$ cat src/rtl/reg_scoreboard_pkg.sv
// Shared constants for the register scoreboard: index width, register count,
// in-flight counter width and the hard-wired zero register index.
package reg_scoreboard_pkg;

  localparam int SB_NREG  = 32;
  localparam int SB_IDX_W = $clog2(SB_NREG);
  localparam int SB_CNT_W = 2;
  localparam int SB_X0    = 0;

endpackage

$ cat src/rtl/reg_scoreboard_cnt_cell.sv
// sb_cnt_cell: one register's saturating in-flight write counter.
// Build option SCOREBOARD_WB_BYPASS_EN adds an o_one output used by the writeback bypass.
module sb_cnt_cell
  import reg_scoreboard_pkg::*;
#(
  parameter int CNT_W = SB_CNT_W
) (
  input  logic clk,
  input  logic rst_n,
  input  logic i_inc,
  input  logic i_dec,
  input  logic i_clr,
`ifdef SCOREBOARD_WB_BYPASS_EN
  output logic o_one,
`endif
  output logic o_zero,
  output logic o_full,
  output logic o_underflow
);

  localparam logic [CNT_W-1:0] ONE = CNT_W'(1);

  logic [CNT_W-1:0] r_cnt;
  logic [CNT_W-1:0] w_cnt_nxt;

  assign o_zero      = (r_cnt == '0);
  assign o_full      = (r_cnt == '1);
`ifdef SCOREBOARD_WB_BYPASS_EN
  assign o_one       = (r_cnt == ONE);
`endif
  // A decrement that coincides with an increment cancels and cannot underflow.
  assign o_underflow = i_dec & ~i_inc & ~i_clr & o_zero;

  always_comb begin
    w_cnt_nxt = r_cnt;
    if (i_clr) begin
      w_cnt_nxt = '0;
    end else if (i_inc && !i_dec) begin
      if (!o_full) w_cnt_nxt = r_cnt + ONE;
    end else if (i_dec && !i_inc) begin
      if (!o_zero) w_cnt_nxt = r_cnt - ONE;
    end
  end

  always_ff @(posedge clk or negedge rst_n) begin
    if (!rst_n) begin
      r_cnt <= '0;
    end else begin
      r_cnt <= w_cnt_nxt;
    end
  end

endmodule

$ cat src/rtl/reg_scoreboard.sv
// Counted register scoreboard: issue marks a destination pending, writeback retires it.
// Build option SCOREBOARD_WB_BYPASS_EN lets a same-cycle writeback release query busy.
module reg_scoreboard
  import reg_scoreboard_pkg::*;
#(
  parameter  int NREG  = SB_NREG,
  parameter  int CNT_W = SB_CNT_W,
  localparam int IDX_W = $clog2(NREG)
) (
  input  logic             core_clk,
  input  logic             core_rst,
  input  logic             issue_valid,
  input  logic             issue_wen,
  input  logic [IDX_W-1:0] issue_dst,
  output logic             issue_ready,
  input  logic             wb_valid,
  input  logic [IDX_W-1:0] wb_dst,
  input  logic             flush,
  input  logic [IDX_W-1:0] q_src1,
  input  logic [IDX_W-1:0] q_src2,
  output logic             q_src1_busy,
  output logic             q_src2_busy,
  output logic             q_stall,
  output logic             sb_underflow
);

  localparam logic [IDX_W-1:0] X0 = IDX_W'(SB_X0);

  logic             w_issue_fire;
  logic             w_wb_fire;
  logic             w_wb_same;
  logic [NREG-1:0]  w_zero;
  logic [NREG-1:0]  w_full;
  logic [NREG-1:1]  w_inc;
  logic [NREG-1:1]  w_dec;
  logic [NREG-1:1]  w_uf;
  logic             r_underflow;

  // Issue handshake: an issue is taken on a cycle with issue_valid & issue_ready.
  // issue_ready is combinational from issue_wen/issue_dst/wb_*, never from
  // issue_valid, so the issuer may evaluate it before committing to valid.
  assign w_wb_fire    = wb_valid & (wb_dst != X0);
  assign w_wb_same    = w_wb_fire & (wb_dst == issue_dst);
  assign issue_ready  = ~(issue_wen & (issue_dst != X0) & w_full[issue_dst] & ~w_wb_same);
  assign w_issue_fire = issue_valid & issue_wen & issue_ready & (issue_dst != X0);

  assign w_zero[0] = 1'b1;
  assign w_full[0] = 1'b0;

`ifdef SCOREBOARD_WB_BYPASS_EN
  logic [NREG-1:0] w_one;
  logic            w_wb_hit1;
  logic            w_wb_hit2;

  assign w_one[0] = 1'b0;
`endif

  for (genvar r = 1; r < NREG; r++) begin : g_cell
    assign w_inc[r] = w_issue_fire & (issue_dst == IDX_W'(r));
    assign w_dec[r] = w_wb_fire & (wb_dst == IDX_W'(r));

    sb_cnt_cell #(
      .CNT_W(CNT_W)
    ) u_cell (
      .clk        (core_clk),
      .rst_n      (core_rst),
      .i_inc      (w_inc[r]),
      .i_dec      (w_dec[r]),
      .i_clr      (flush),
`ifdef SCOREBOARD_WB_BYPASS_EN
      .o_one      (w_one[r]),
`endif
      .o_zero     (w_zero[r]),
      .o_full     (w_full[r]),
      .o_underflow(w_uf[r])
    );
  end

`ifdef SCOREBOARD_WB_BYPASS_EN
  // A writeback to the queried register counts as already retired; a hit on
  // a zero count wraps in the subtraction and so still reads busy.
  assign w_wb_hit1   = w_wb_fire & (wb_dst == q_src1);
  assign w_wb_hit2   = w_wb_fire & (wb_dst == q_src2);
  assign q_src1_busy = (q_src1 != X0) & (w_wb_hit1 ? ~w_one[q_src1] : ~w_zero[q_src1]);
  assign q_src2_busy = (q_src2 != X0) & (w_wb_hit2 ? ~w_one[q_src2] : ~w_zero[q_src2]);
`else
  assign q_src1_busy = (q_src1 != X0) & ~w_zero[q_src1];
  assign q_src2_busy = (q_src2 != X0) & ~w_zero[q_src2];
`endif

  assign q_stall = q_src1_busy | q_src2_busy;

  // Only reset clears the underflow flag; flush leaves it set for diagnosis.
  always_ff @(posedge core_clk or negedge core_rst) begin
    if (!core_rst) begin
      r_underflow <= 1'b0;
    end else if (|w_uf) begin
      r_underflow <= 1'b1;
    end
  end

  assign sb_underflow = r_underflow;

endmodule

$ cat config.mk
export PLATFORM = sky130hd
export DESIGN_NAME = reg_scoreboard
export DESIGN_NICKNAME = d
export VERILOG_FILES = /design/src/rtl/reg_scoreboard_pkg.sv /design/src/rtl/reg_scoreboard_cnt_cell.sv /design/src/rtl/reg_scoreboard.sv
export SDC_FILE = /design/constraint.sdc
export NUM_CORES = 1
export LEC_CHECK = 0
export CORE_ASPECT_RATIO = 0.75
export CORE_MARGIN = 5
export CORE_UTILIZATION = 55
export DETAILED_ROUTE_END_ITERATION = 8
export MAX_ROUTING_LAYER = met4
export PLACE_DENSITY_LB_ADDON = 0.1
export SYNTH_ARGS = -nofsm -noshare
export SYNTH_HDL_FRONTEND = slang
export SYNTH_SLANG_ARGS = --single-unit
export TNS_END_PERCENT = 5
$ cat constraint.sdc
create_clock -name core_clk -period 3.6 [get_ports core_clk]
set_clock_uncertainty 0.1 [all_clocks]
set_input_delay 0.72 -clock core_clk [delete_from_list [all_inputs] [get_ports core_clk]]
set_output_delay 0.72 -clock core_clk [all_outputs]
set_load 0.02 [all_outputs]
After elaboration in Yosys (flattened, before gate mapping)
Cells that the tools add are included.

operators by class
  add/subtract/negate cells = 62
  reductions and logical operators = 222
  multiplexer cells = 161
  order comparisons = 3
  eq/ne operators = 156
  bitwise logic cells = 202

operators with widths
  operator                                            count
  2-to-1 mux 2 bit                                    155
  inequality test 3 bit, second input constant        62
  bitwise AND 1 bit                                   165
  == test 5 bit, second input constant                32
  AND reduction 3 bit                                 31
  nonzero test 3 bit                                  31
  == test 5 x 4 -> 1 bit, second input constant       16
  adder 2 x 1 -> 2 bit, second input constant         31
  == test 2 bit, second input constant                31
  logical AND 1 bit                                   62
  zero test 1 bit                                     62
  zero test 2 bit                                     31
  subtractor 2 x 1 -> 2 bit, second input constant    31
  == test 5 x 3 -> 1 bit, second input constant       8
  inverter 1 bit                                      36
  OR reduction 31 bit                                 1
  == test 5 x 2 -> 1 bit, second input constant       4
  nonzero test 5 bit                                  4
  < comparator 5 x 6 -> 1 bit, second input constant  3
  binary-select mux 1 bit (select 5 bit)              3
  == test 5 x 1 -> 1 bit, second input constant       2
  == test 5 bit                                       1
  2-to-1 mux 1 bit                                    3
  bitwise OR 1 bit                                    1

word-level totals
  input bits = 26
  output and inout port bits = 5
  register bits = 63
  word-level logic and storage cells = 838

Longest topological paths before layout
  depth after elaboration = 14
  mapped depth = 12
  mapped depth without buffers = 8

Cells and area by module
From an unflattened synthesis, not the netlist that was laid out.

second synthesis, totals
  cells, all modules = 744
  area total of the unflattened synthesis = 6424.9 um^2

by module, submodules not included
  module          area an instance (um^2)  cells an instance  sequential area each (um^2)  times used
  sb_cnt_cell     152.6                    17                 50.0                         31
  reg_scoreboard  1692.9                   217                25.0                         1

Worst setup path before layout
No wires, ideal clock.

  path type = input port to output port
  start = in q_src2[2]
  end = out q_stall
  stages = 6
  setup slack = 112 ps
  buffers on the path = 1
  arrival = 2668 ps
  data required time = 2780 ps
  cells stage by stage = clkbuf_1 -> mux4_2 -> mux4_2 -> nand2b_1 -> o41ai_1 -> or2_2

on the way
  cells in the longest elaborated chain, start to end = 5
  elaborated cells on any way between the ends = 6
  classes of those cells = mux: 2; bitwise: 3; reduce/logical: 1

RTL lines
  element                                 RTL line              RTL
  start, declared                         reg_scoreboard.sv:20  input logic [IDX_W-1:0] q_src2,
  binary-select mux 1 bit (select 5 bit)  reg_scoreboard.sv:88  assign q_src2_busy = (q_src2 != X0) & ~w_zero[q_src2];
  2-to-1 mux 1 bit (not written as such)  reg_scoreboard.sv:88
  inverter 1 bit                          reg_scoreboard.sv:88
  bitwise AND 1 bit *                     reg_scoreboard.sv:88
  via q_src2_busy                         reg_scoreboard.sv:22  output logic q_src2_busy,
  bitwise OR 1 bit *                      reg_scoreboard.sv:91  assign q_stall = q_src1_busy | q_src2_busy;
  end, declared                           reg_scoreboard.sv:23  output logic q_stall,

The timed path passes the listed nets; every way through them passes the cells marked *. The select of a mux whose other input is x is not followed.

Worst setup path in the final report
  start = in issue_dst[1]
  end = out issue_ready

on the way
  cells in the longest elaborated chain, start to end = 5
  elaborated cells on any way between the ends = 10
  classes of those cells = eq/ne: 1; mux: 2; bitwise: 6; reduce/logical: 1

RTL lines
  element                                                         RTL line              RTL
  start, declared                                                 reg_scoreboard.sv:14  input logic [IDX_W-1:0] issue_dst,
  binary-select mux 1 bit (select 5 bit) (tied with other cells)  reg_scoreboard.sv:44  assign issue_ready = ~(issue_wen & (issue_dst != X0) & w_full[issue_dst] & ~w_wb_same);
  2-to-1 mux 1 bit (not written as such) (tied with other cells)  reg_scoreboard.sv:44
  bitwise AND 1 bit / inverter 1 bit (equally long branches)      reg_scoreboard.sv:44
  bitwise AND 1 bit *                                             reg_scoreboard.sv:44
  inverter 1 bit *                                                reg_scoreboard.sv:44
  end, declared                                                   reg_scoreboard.sv:15  output logic issue_ready,

Every way passes the cells marked *; elsewhere a longest branch is shown, timed or not. The select of a mux whose other input is x is not followed.

==> metrics.cfg <==
[run_status]
status=completed

[synth]
synth.distinct_cells=83
seq_area_frac_synth_pct=28.5
async_flop_share_pct=100
synth_fp_nets=698
synth_flop_cell=dfrtp_1
avgSynthCellArea_sq_um=8.24
yosys_warnings=0
synth_cells=672
synth_edf_count=0
ys_ff_latch=63
synth_area_sq_mm=0.00554

[finish]
final_cell_mix=120 x buf_4, 64 x nor2_1, 63 x dfrtp_1
areaGrowthSynthToFinish_pct=27.9
layout_commonest_cell=buf_4
diodes=0
stdcell_count=930
drive_above_1_share_pct=24.9
nets=819
stdcell_area_sq_mm=0.00709

[sta]
period_minus_slack_ns=3.58
finalMaxSlewViolations=0
holdWs_ns=0.258
final-setup-viol-count=0
tightest_slew_ns=0.777
layout_setup_ws_ns=0.0236
post-route-period-util_pct=99.3
relSlewSlack_pct=48.2
hold_viol=0
max_clock_freq_mhz=280
rsz0062_at_grt=true

[global_route]
grt_max_degree=42
grt_overflow=0
grt_pass1_vias=6190
grt_pass1_wl_um=34100
antenna_found_initial=0
grtUsageTotal_pct=36.2

[placement]
io_buffers=30
dpl_worst_slack_ns=-0.506
finalWeightedCongestion=1.06
placed_cells=914
placed_area_sq_mm=0.00671
hpwl_um=16700

[clock_network]
insertion_delay_ns=0.34
clockBufferDepth=2
clock_sinks=63
post_cts_buffers=0
cts_tree=done
numCtsBuffers=9
path_clk_slew_ns=0.06
cts_root_buf=clkbuf_16
cts_hold_buf=0
cts_max_level=3

[route]
dr.first_iter.drc_count=1137
ant_nets=0
vias=6563
drc=0
first_pass_iters=8
vias_per_cell=7.06
wl_per_cell_um=23.4
routed_wl_um=21700

[min_path]
hold_path.class=input port to asynchronous set/reset pin

[critical_path]
worst_setup_path_start_kind=input port
worstSetupPathType=input port to primary output
cp-end-kind=primary output
arrival_ns=2.76
critical_path.max_fanout=23
rrSetupSlack_ns=0.69
critical_path_required_ns=2.78

[die]
start_util_pct=56.9
io_pins=31
dieArea_sq_mm=0.0122
die_x_um=126
die_y_um=96.9
rows=31
coreArea_sq_mm=0.00974

[run]
max_cap_violations=0

[power_and_ir_drop]
power_frac_comb_pct=19.9
irDropWorstVdd_v=0.000299
p_switching_mw=0.618
power_density_mw_per_mm2=300
p_int_mw=1.51
power_mw=2.13
leakage_nw=2.78
sw_frac_of_total_pct=29.1
clkPwrFrac_pct=45.9
sequentialPowerShare_pct=34.2

[cells by family after synthesis]
group | share of synthesized area, %
AND/OR/NAND/NOR | 28.3
AO/OA/AOI/OAI | 31.8
flip-flops | 28.5
buffers and inverters | 6.10
multiplexers | 4.67
XOR/XNOR | 0.632
[per-layer routing]
metal / share of wire (%) / up-vias / GRT usage, % / wire length [um]
met5: 0 / - / - / 0
li1: - / 2847 / - / -
met3: 13 / 88 / 8.81 / 2760
met1: 40 / 3152 / 49.2 / 8780
met2: 44 / 476 / 53.5 / 9500
met4: 3.2 / 0 / 11.4 / 701
[flip-flops by register name, indices dropped and copies added (netlist names)]
signal,flops
sb_underflow,1
g_cell.u_cell.r_cnt,62
[area by class of cell]
type / count / area (sq um)
inverters: 15 / 61.3
flip-flops and latches: 63 / 1580
well taps: 132 / 165
clock inverters: 7 / 104
multi-input cells: 549 / 3680
repair buffers: 155 / 1270
clock buffers: 9 / 225
fillers: 730 / 2650
[worst max-delay path, stage by stage]
cell	delay (ns)
clkdlybuf4s50_1	0.51
buf_12	0.20
and3b_1	0.19
o21ai_0	0.35
a32o_1	0.30
nor3_1	0.06
o21ai_1	0.21
buf_2	0.20
[final timing paths]
path	startpoint	end	cells after the start
worst min-delay path	core_rst	g_cell[29].u_cell.r_cnt[0]	1
worst max-delay path	issue_dst[1]	issue_ready	8
min in group core_clk	g_cell[14].u_cell.r_cnt[0]	g_cell[14].u_cell.r_cnt[0]	1
worst max register to register	g_cell[14].u_cell.r_cnt[0]	sb_underflow	10
max in group asynchronous	core_rst	g_cell[20].u_cell.r_cnt[0]	2
worst min register to register	g_cell[14].u_cell.r_cnt[0]	g_cell[14].u_cell.r_cnt[0]	1
[repair_timing]
item	4_1_cts	5_1_grt
resized for setup	24	9
pin swaps	2	3
endpoints found under the setup margin	4	7
[through the flow]
step / setup TNS (ns) / util, %
finish: 0 / 72.8
global route: -0.0325 / 72.8
CTS: -0.0207 / 72.6
detailed placement: -3.18 / 68.9
global placement: -1.94 / 68.9
floorplan: 0 / -
[synthesized netlist by cell type, types with 9 or more instances]
| cell type | n | area (sq um) |
|---|---|---|
| nand2b_1 | 22 | 138 |
| a31oi_1 | 10 | 62.6 |
| nand3_1 | 23 | 115 |
| nor3_1 | 46 | 230 |
| inv_1 | 13 | 48.8 |
| buf_4 | 9 | 67.6 |
| a211oi_1 | 43 | 323 |
| nand4_1 | 10 | 62.6 |
| o211ai_1 | 9 | 67.6 |
| clkbuf_1 | 16 | 60.1 |
| o21a_1 | 25 | 188 |
| o21ai_0 | 39 | 195 |
| mux4_2 | 11 | 248 |
| nand2_1 | 46 | 173 |
| a21oi_1 | 47 | 235 |
| nor2_1 | 64 | 240 |
| dfrtp_1 | 63 | 1580 |
| buf_2 | 11 | 55.1 |
| nor4_1 | 11 | 68.8 |
[power groups by stage]
| stage | clock network (mW) | logic, mW | registers, mW |
|---|---|---|---|
| finish | 0.977 | 0.422 | 0.728 |
| global route | 1.02 | 0.442 | 0.727 |
| CTS | 0.980 | 0.406 | 0.727 |
| detailed placement | 0 | 0.402 | 0.740 |
| global placement | 0 | 0.398 | 0.739 |
| floorplan | 0 | 0.198 | 0.743 |
No activity file was read; power rests on OpenSTA's default activity.
==> RTL edit 1: new RTL, same flow settings <==
`SB_CNT_W`: 2 -> 4.
--- a/src/rtl/reg_scoreboard_pkg.sv
+++ b/src/rtl/reg_scoreboard_pkg.sv
@@ -4,7 +4,7 @@
 
   localparam int SB_NREG  = 32;
   localparam int SB_IDX_W = $clog2(SB_NREG);
-  localparam int SB_CNT_W = 2;
+  localparam int SB_CNT_W = 4;
   localparam int SB_X0    = 0;
 
 endpackage
Check against the original RTL: not equivalent (a bounded check fails within 4 cycles, from zero or initial values and one cycle with core_rst low).
==> RTL edit 1 against the original RTL <==
  * The flow now finishes with violations (negative setup slack)
  * Cell area grew 95%
  * Critical path type is now reg -> out
  * Setup slack lost 0.047 ns
  * Routed wire length grew 47%
  * Count of clock-buffer cells in the layout grew 9
  * Largest power group unchanged
  * Area after synthesis grew 88%
  * Register-to-register slack lost 0.53 ns
  * Critical endpoint is now q_stall
  * Power grew 84%
  * Sequential cell count grew 62
==> RTL edit 1: results (changes against the original RTL) <==
The sum of negative setup slack was -0.02386 ns (-0.02386 ns). The endpoint identified for the worst register-to-register timing path is g_cell[10].u_cell.r_cnt[3]. The average footprint of a synthesized cell came out at 9.065 um^2 (+10%). The worst hold margin is 0.1472 ns (-0.1104 ns).

The maximum fanout encountered on the critical timing path came out at 4 (-83%). The per-cell routed wire length came out at 18.90 um (-19%). The portion of total power attributed to sequential cells is 36.7% (+2.5 points). The maximum ir drop on the vdd rail came out at 294.9 uV (-1.5%). The global-route total usage across every layer came to 30.76% (-5.4 points). The critical path data arrival time is 2.80 ns (+0.04 ns). The post-CTS setup repair buffer count came out at 6 (+6). The setup violation total in the final timing report was 1 (+1). The combinational group power is 0.000531 W (+26%). The number of cells upsized or downsized after cts is 43 (+79%). The detailed placement HPWL came out at 23.82 mm (+42%).

The library cell contributing the largest single delay on the critical path is sky130_fd_sc_hd__mux4_2. The compound-gate portion of the synthesized area is 14.02% (-18 points). The launching point of the worst reg2reg path is g_cell[9].u_cell.r_cnt[2]. The number of global-route vias before repair came out at 9758 (+58%). Sorting the synthesized cells by area gives the leading types as sky130_fd_sc_hd__dfrtp_1 (30%), sky130_fd_sc_hd__ha_1 (7.5%), sky130_fd_sc_hd__fa_1 (6.0%), sky130_fd_sc_hd__xnor2_1 (5.8%), sky130_fd_sc_hd__nor2_1 (5.5%). The met1 wire length is 14.48 mm (+65%). The number of filler cells placed in the layout came out at 1354 (+85%). The count of vias placed by the detailed router is 9859 (+50%). The kind of cell with the highest combined delay along the critical path is simple AND/OR/NAND/NOR gates. The final worst slack came out at -0.02386 ns (-0.04750 ns). The mux share of post-synthesis cell area came out at 8.785% (+4.1 points). The XOR/XNOR share of the synthesized area is 8.087% (+7.5 points).

The checks that failed: negative setup slack. The run finished, with violations left. The static leakage came out at 6.581 nW (+140%). The net count of the finished layout came out at 1547 (+89%). By count the netlist is led by sky130_fd_sc_hd__nor2_1 (153), sky130_fd_sc_hd__dfrtp_1 (125), sky130_fd_sc_hd__inv_1 (99).

The number of DRC markers after the initial detailed-route iteration was 932 (-18%). The met3 layer wire length in the routed design was 2.688 mm (-2.5%). The wire length of the first global-routing pass came out at 51.41 mm (+51%).
RTL edit 1: final cells by class:
cell class | count | area (um^2) | share of cell area (%)
Clock inverter | 13 | 212.7 | 1.535
Multi-Input combinational cell | 877 | 6903 | 49.82
Sequential cell | 125 | 3131 | 22.59
Inverter | 99 | 371.6 | 2.682
Timing Repair Buffer | 308 | 2491 | 17.98
Tap cell | 247 | 309.0 | 2.230
Clock buffer | 18 | 439.2 | 3.169
RTL edit 1: how the worst max path moves through the flow:
stage | endpoint | slack (ns) | startpoint | cells past startpoint
after CTS | issue_ready | -0.04 | wb_dst[4] | 10
after floorplan | g_cell[18].u_cell.r_cnt[3] | -0.01 | issue_dst[2] | 15
after global routing | q_stall | -0.11 | g_cell[8].u_cell.r_cnt[2] | 10
after global placement | g_cell[12].u_cell.r_cnt[3] | -0.67 | issue_dst[1] | 16
after detailed placement | g_cell[12].u_cell.r_cnt[3] | -0.74 | issue_dst[1] | 16
final | q_stall | -0.02 | g_cell[8].u_cell.r_cnt[2] | 10
==> RTL edit 2: new RTL, same settings <==
Without the edit above. Make the reset (`core_rst` and `rst_n`) synchronous in 2 clocked blocks.
--- a/src/rtl/reg_scoreboard_cnt_cell.sv
+++ b/src/rtl/reg_scoreboard_cnt_cell.sv
@@ -42,7 +42,7 @@
     end
   end
 
-  always_ff @(posedge clk or negedge rst_n) begin
+  always_ff @(posedge clk) begin
     if (!rst_n) begin
       r_cnt <= '0;
     end else begin
--- a/src/rtl/reg_scoreboard.sv
+++ b/src/rtl/reg_scoreboard.sv
@@ -91,7 +91,7 @@
   assign q_stall = q_src1_busy | q_src2_busy;
 
   // Only reset clears the underflow flag; flush leaves it set for diagnosis.
-  always_ff @(posedge core_clk or negedge core_rst) begin
+  always_ff @(posedge core_clk) begin
     if (!core_rst) begin
       r_underflow <= 1'b0;
     end else if (|w_uf) begin
Function: differs if core_rst is asserted again (counterexample within 4 cycles, from zero or initial values and one cycle with core_rst low); with core_rst held inactive, the same outputs for 4 cycles.
==> RTL edit 2 against the original RTL <==
  * The run now ends with negative setup slack left
  * Area after synthesis rose by 4.6%
  * Cell area increased by 2.6%
  * Routed wire length is 3.3% lower
  * Power fell by 7.2%
  * Count of clock-buffer cells in the layout increased by 4
  * First-iteration DRC count down 38%
  * Sequential cell count unchanged
  * Setup slack lost 0.050 ns
  * Highest routed layer unchanged
==> RTL edit 2: results (changes against the original RTL) <==
The clock latency at the later pin of the worst-skew pair came out at 0.33 ns. The number of flops mapped to enable cells by yosys came out at 0 (unchanged). By count the netlist is led by sky130_fd_sc_hd__nand2_1 (85), sky130_fd_sc_hd__nor2_1 (82), sky130_fd_sc_hd__o21ai_0 (79). The detailed placement HPWL came out at 16.53 mm (-1.3%). The final estimated routing congestion in global placement is 1.084 (+2.1%). The run finished, with violations left. The start point of the worst min-delay path is g_cell[24].u_cell.r_cnt[1]. The number of H-tree levels came to 3 (unchanged). The total of warnings raised by yosys came out at 0 (unchanged). The static leakage came out at 2.820 nW (+1.4%). The setup violation total in the final timing report is 2 (+2). The number of optimization iterations in the first detailed-route pass was 6 (-2). The final worst slack is -0.02590 ns (-0.04954 ns).

The register with the most flip-flops in the final layout is g_cell.u_cell.r_cnt. The number of diodes added for antenna fixing is 0 (unchanged). The critical path data arrival time is 3.75 ns (+0.99 ns). The worst min-delay path category is reg -> reg. The worst setup slack before clock tree synthesis was -0.8848 ns (-0.3789 ns). The register area share after synthesis came out at 21.76% (-6.7 points).

Ranked by total cell area, the synthesized netlist is headed by sky130_fd_sc_hd__dfxtp_1 (22%), sky130_fd_sc_hd__ha_1 (13%), sky130_fd_sc_hd__o21ai_0 (6.8%), sky130_fd_sc_hd__nand2b_1 (6.3%), sky130_fd_sc_hd__a21oi_1 (6.2%). The worst register-to-register path begins at g_cell[26].u_cell.r_cnt[0]. The maximum ir drop on the vdd rail came out at 235.2 uV (-21%). The global-route total usage across every layer came out at 33.61% (-2.6 points).

The number of global-route vias before repair came out at 6151 (-0.63%). The wire length of the first global-routing pass is 32.37 mm (-5.0%). The net count after synthesis came to 901 (+29%).

The unique cell type count in the Yosys netlist was 55 (-34%). The ratio of cells with drive above 1 in the final layout is 15.99% (-8.9 points). The routed via count divided by cell count was 6.307 (-11%). The final reports fail on negative setup slack.

The clock edge transition at the registers on the reported setup and hold paths was 0.06 ns (about the same). The count of buffers inserted at the top-level ports is 30 (unchanged). The number of flip-flops under the largest register name is 62 (unchanged). The total CTS buffers came out at 9 (unchanged). The clock tree root driver cell is sky130_fd_sc_hd__clkbuf_16. The number of buffers on the longest clock path came out at 2 (unchanged). The number of DRC markers after the initial detailed-route iteration came to 707 (-38%). The most critical setup path has its startpoint at wb_dst[3]. The measured slew at the worst slew-check pin is 0.6763 ns (-0.1005 ns). The per-cell routed wire length came out at 20.03 um (-14%). The maximum number of pins on one net before global-route repair is 34 (-19%).

The async set-or-reset flop fraction in the synthesized netlist came out at 0% (-100 points). The net count of the finished layout was 996 (+22%). The number of antenna violations at the first check in global routing is 0 (unchanged).

The maximum fanout encountered on the critical timing path is 7 (-70%).
==> RTL edit 2: worst paths after layout <==
path | slack (ns) | to | cells past startpoint
worst min-delay path | 0.41 | g_cell[24].u_cell.r_cnt[1] | 2
worst max-delay path | -0.03 | sb_underflow | 15
worst max register to register | 0.39 | sb_underflow | 15
worst min register to register | 0.41 | g_cell[24].u_cell.r_cnt[1] | 2
==> RTL edit 2: final cells by class <==
type                            instances  area, um^2
Clock buffer                           13       260.3
Clock inverter                          3       65.06
Fill cell                             853        3019
Inverter                               63       236.5
Multi-Input combinational cell        657        4322
Sequential cell                        63        1261
Tap cell                              136       170.2
Timing Repair Buffer                  114       955.9
==> RTL edit 2: stage by stage <==
stage                     cell area, um^2  cells  setup TNS (ns)  utilization [%]
after floorplan                      5796    813         -0.1207                -
after global placement               6759   1028          -26.26            65.69
final                                7271   1049        -0.02690            70.66
after detailed placement             6759   1028          -35.29            65.69
after global routing                 7271   1049         -0.1730            70.66
after CTS                            7194   1049               0            69.92
==> RTL edit 2: critical path, stage by stage <==
cell and delay, ns:
sky130_fd_sc_hd__dlygate4sd2_1 0.26, sky130_fd_sc_hd__xor2_1 0.14, sky130_fd_sc_hd__nor4_1 0.30, sky130_fd_sc_hd__a41o_1 0.24
sky130_fd_sc_hd__and4bb_1 0.24, sky130_fd_sc_hd__a21o_4 0.21, sky130_fd_sc_hd__buf_4 0.14, sky130_fd_sc_hd__buf_2 0.16
sky130_fd_sc_hd__or3_1 0.39, sky130_fd_sc_hd__ha_1 0.22, sky130_fd_sc_hd__a22oi_2 0.18, sky130_fd_sc_hd__nand4_1 0.12
sky130_fd_sc_hd__nor2_1 0.12, sky130_fd_sc_hd__a41oi_1 0.11, sky130_fd_sc_hd__o21a_1 0.19
==> RTL edit 2: cell families after synthesis <==
logic type      count (synthesis)  share of synthesized area (%)
fa+ha+maj                      62                          13.39
buf+inv                        93                          6.282
simple gates                  356                          30.85
mux                            12                          4.663
compound gates                222                          22.30
flops                          63                          21.76
xor+xnor                        5                         0.7556
==> RTL edit 2: report_power, final <==
| part | leakage (nW) | internal (W) | switching (W) |
|---|---|---|---|
| Sequential | 0.507 | 0.000699 | 0.00000136 |
| Clock | 0.160 | 0.000643 | 0.000322 |
| Combinational | 2.15 | 0.000137 | 0.000170 |
==> RTL edit 2: layer usage <==
layer	vias to the layer above	global-route usage (%)	share of wire, %
met2	391	49.42	43
met1	3100	44.80	42
met5	-	-	0
met4	0	9.362	2.7
li1	3064	-	-
met3	61	10.08	13
==> RTL edit 2: what timing repair did <==
| action | CTS | global route |
|---|---|---|
| endpoints found under the setup margin | 60 | 8 |
| cloned | 1 | 0 |
| setup buffers | 4 | 0 |
| pin swaps | 16 | 10 |
| gates resized for setup | 55 | 15 |
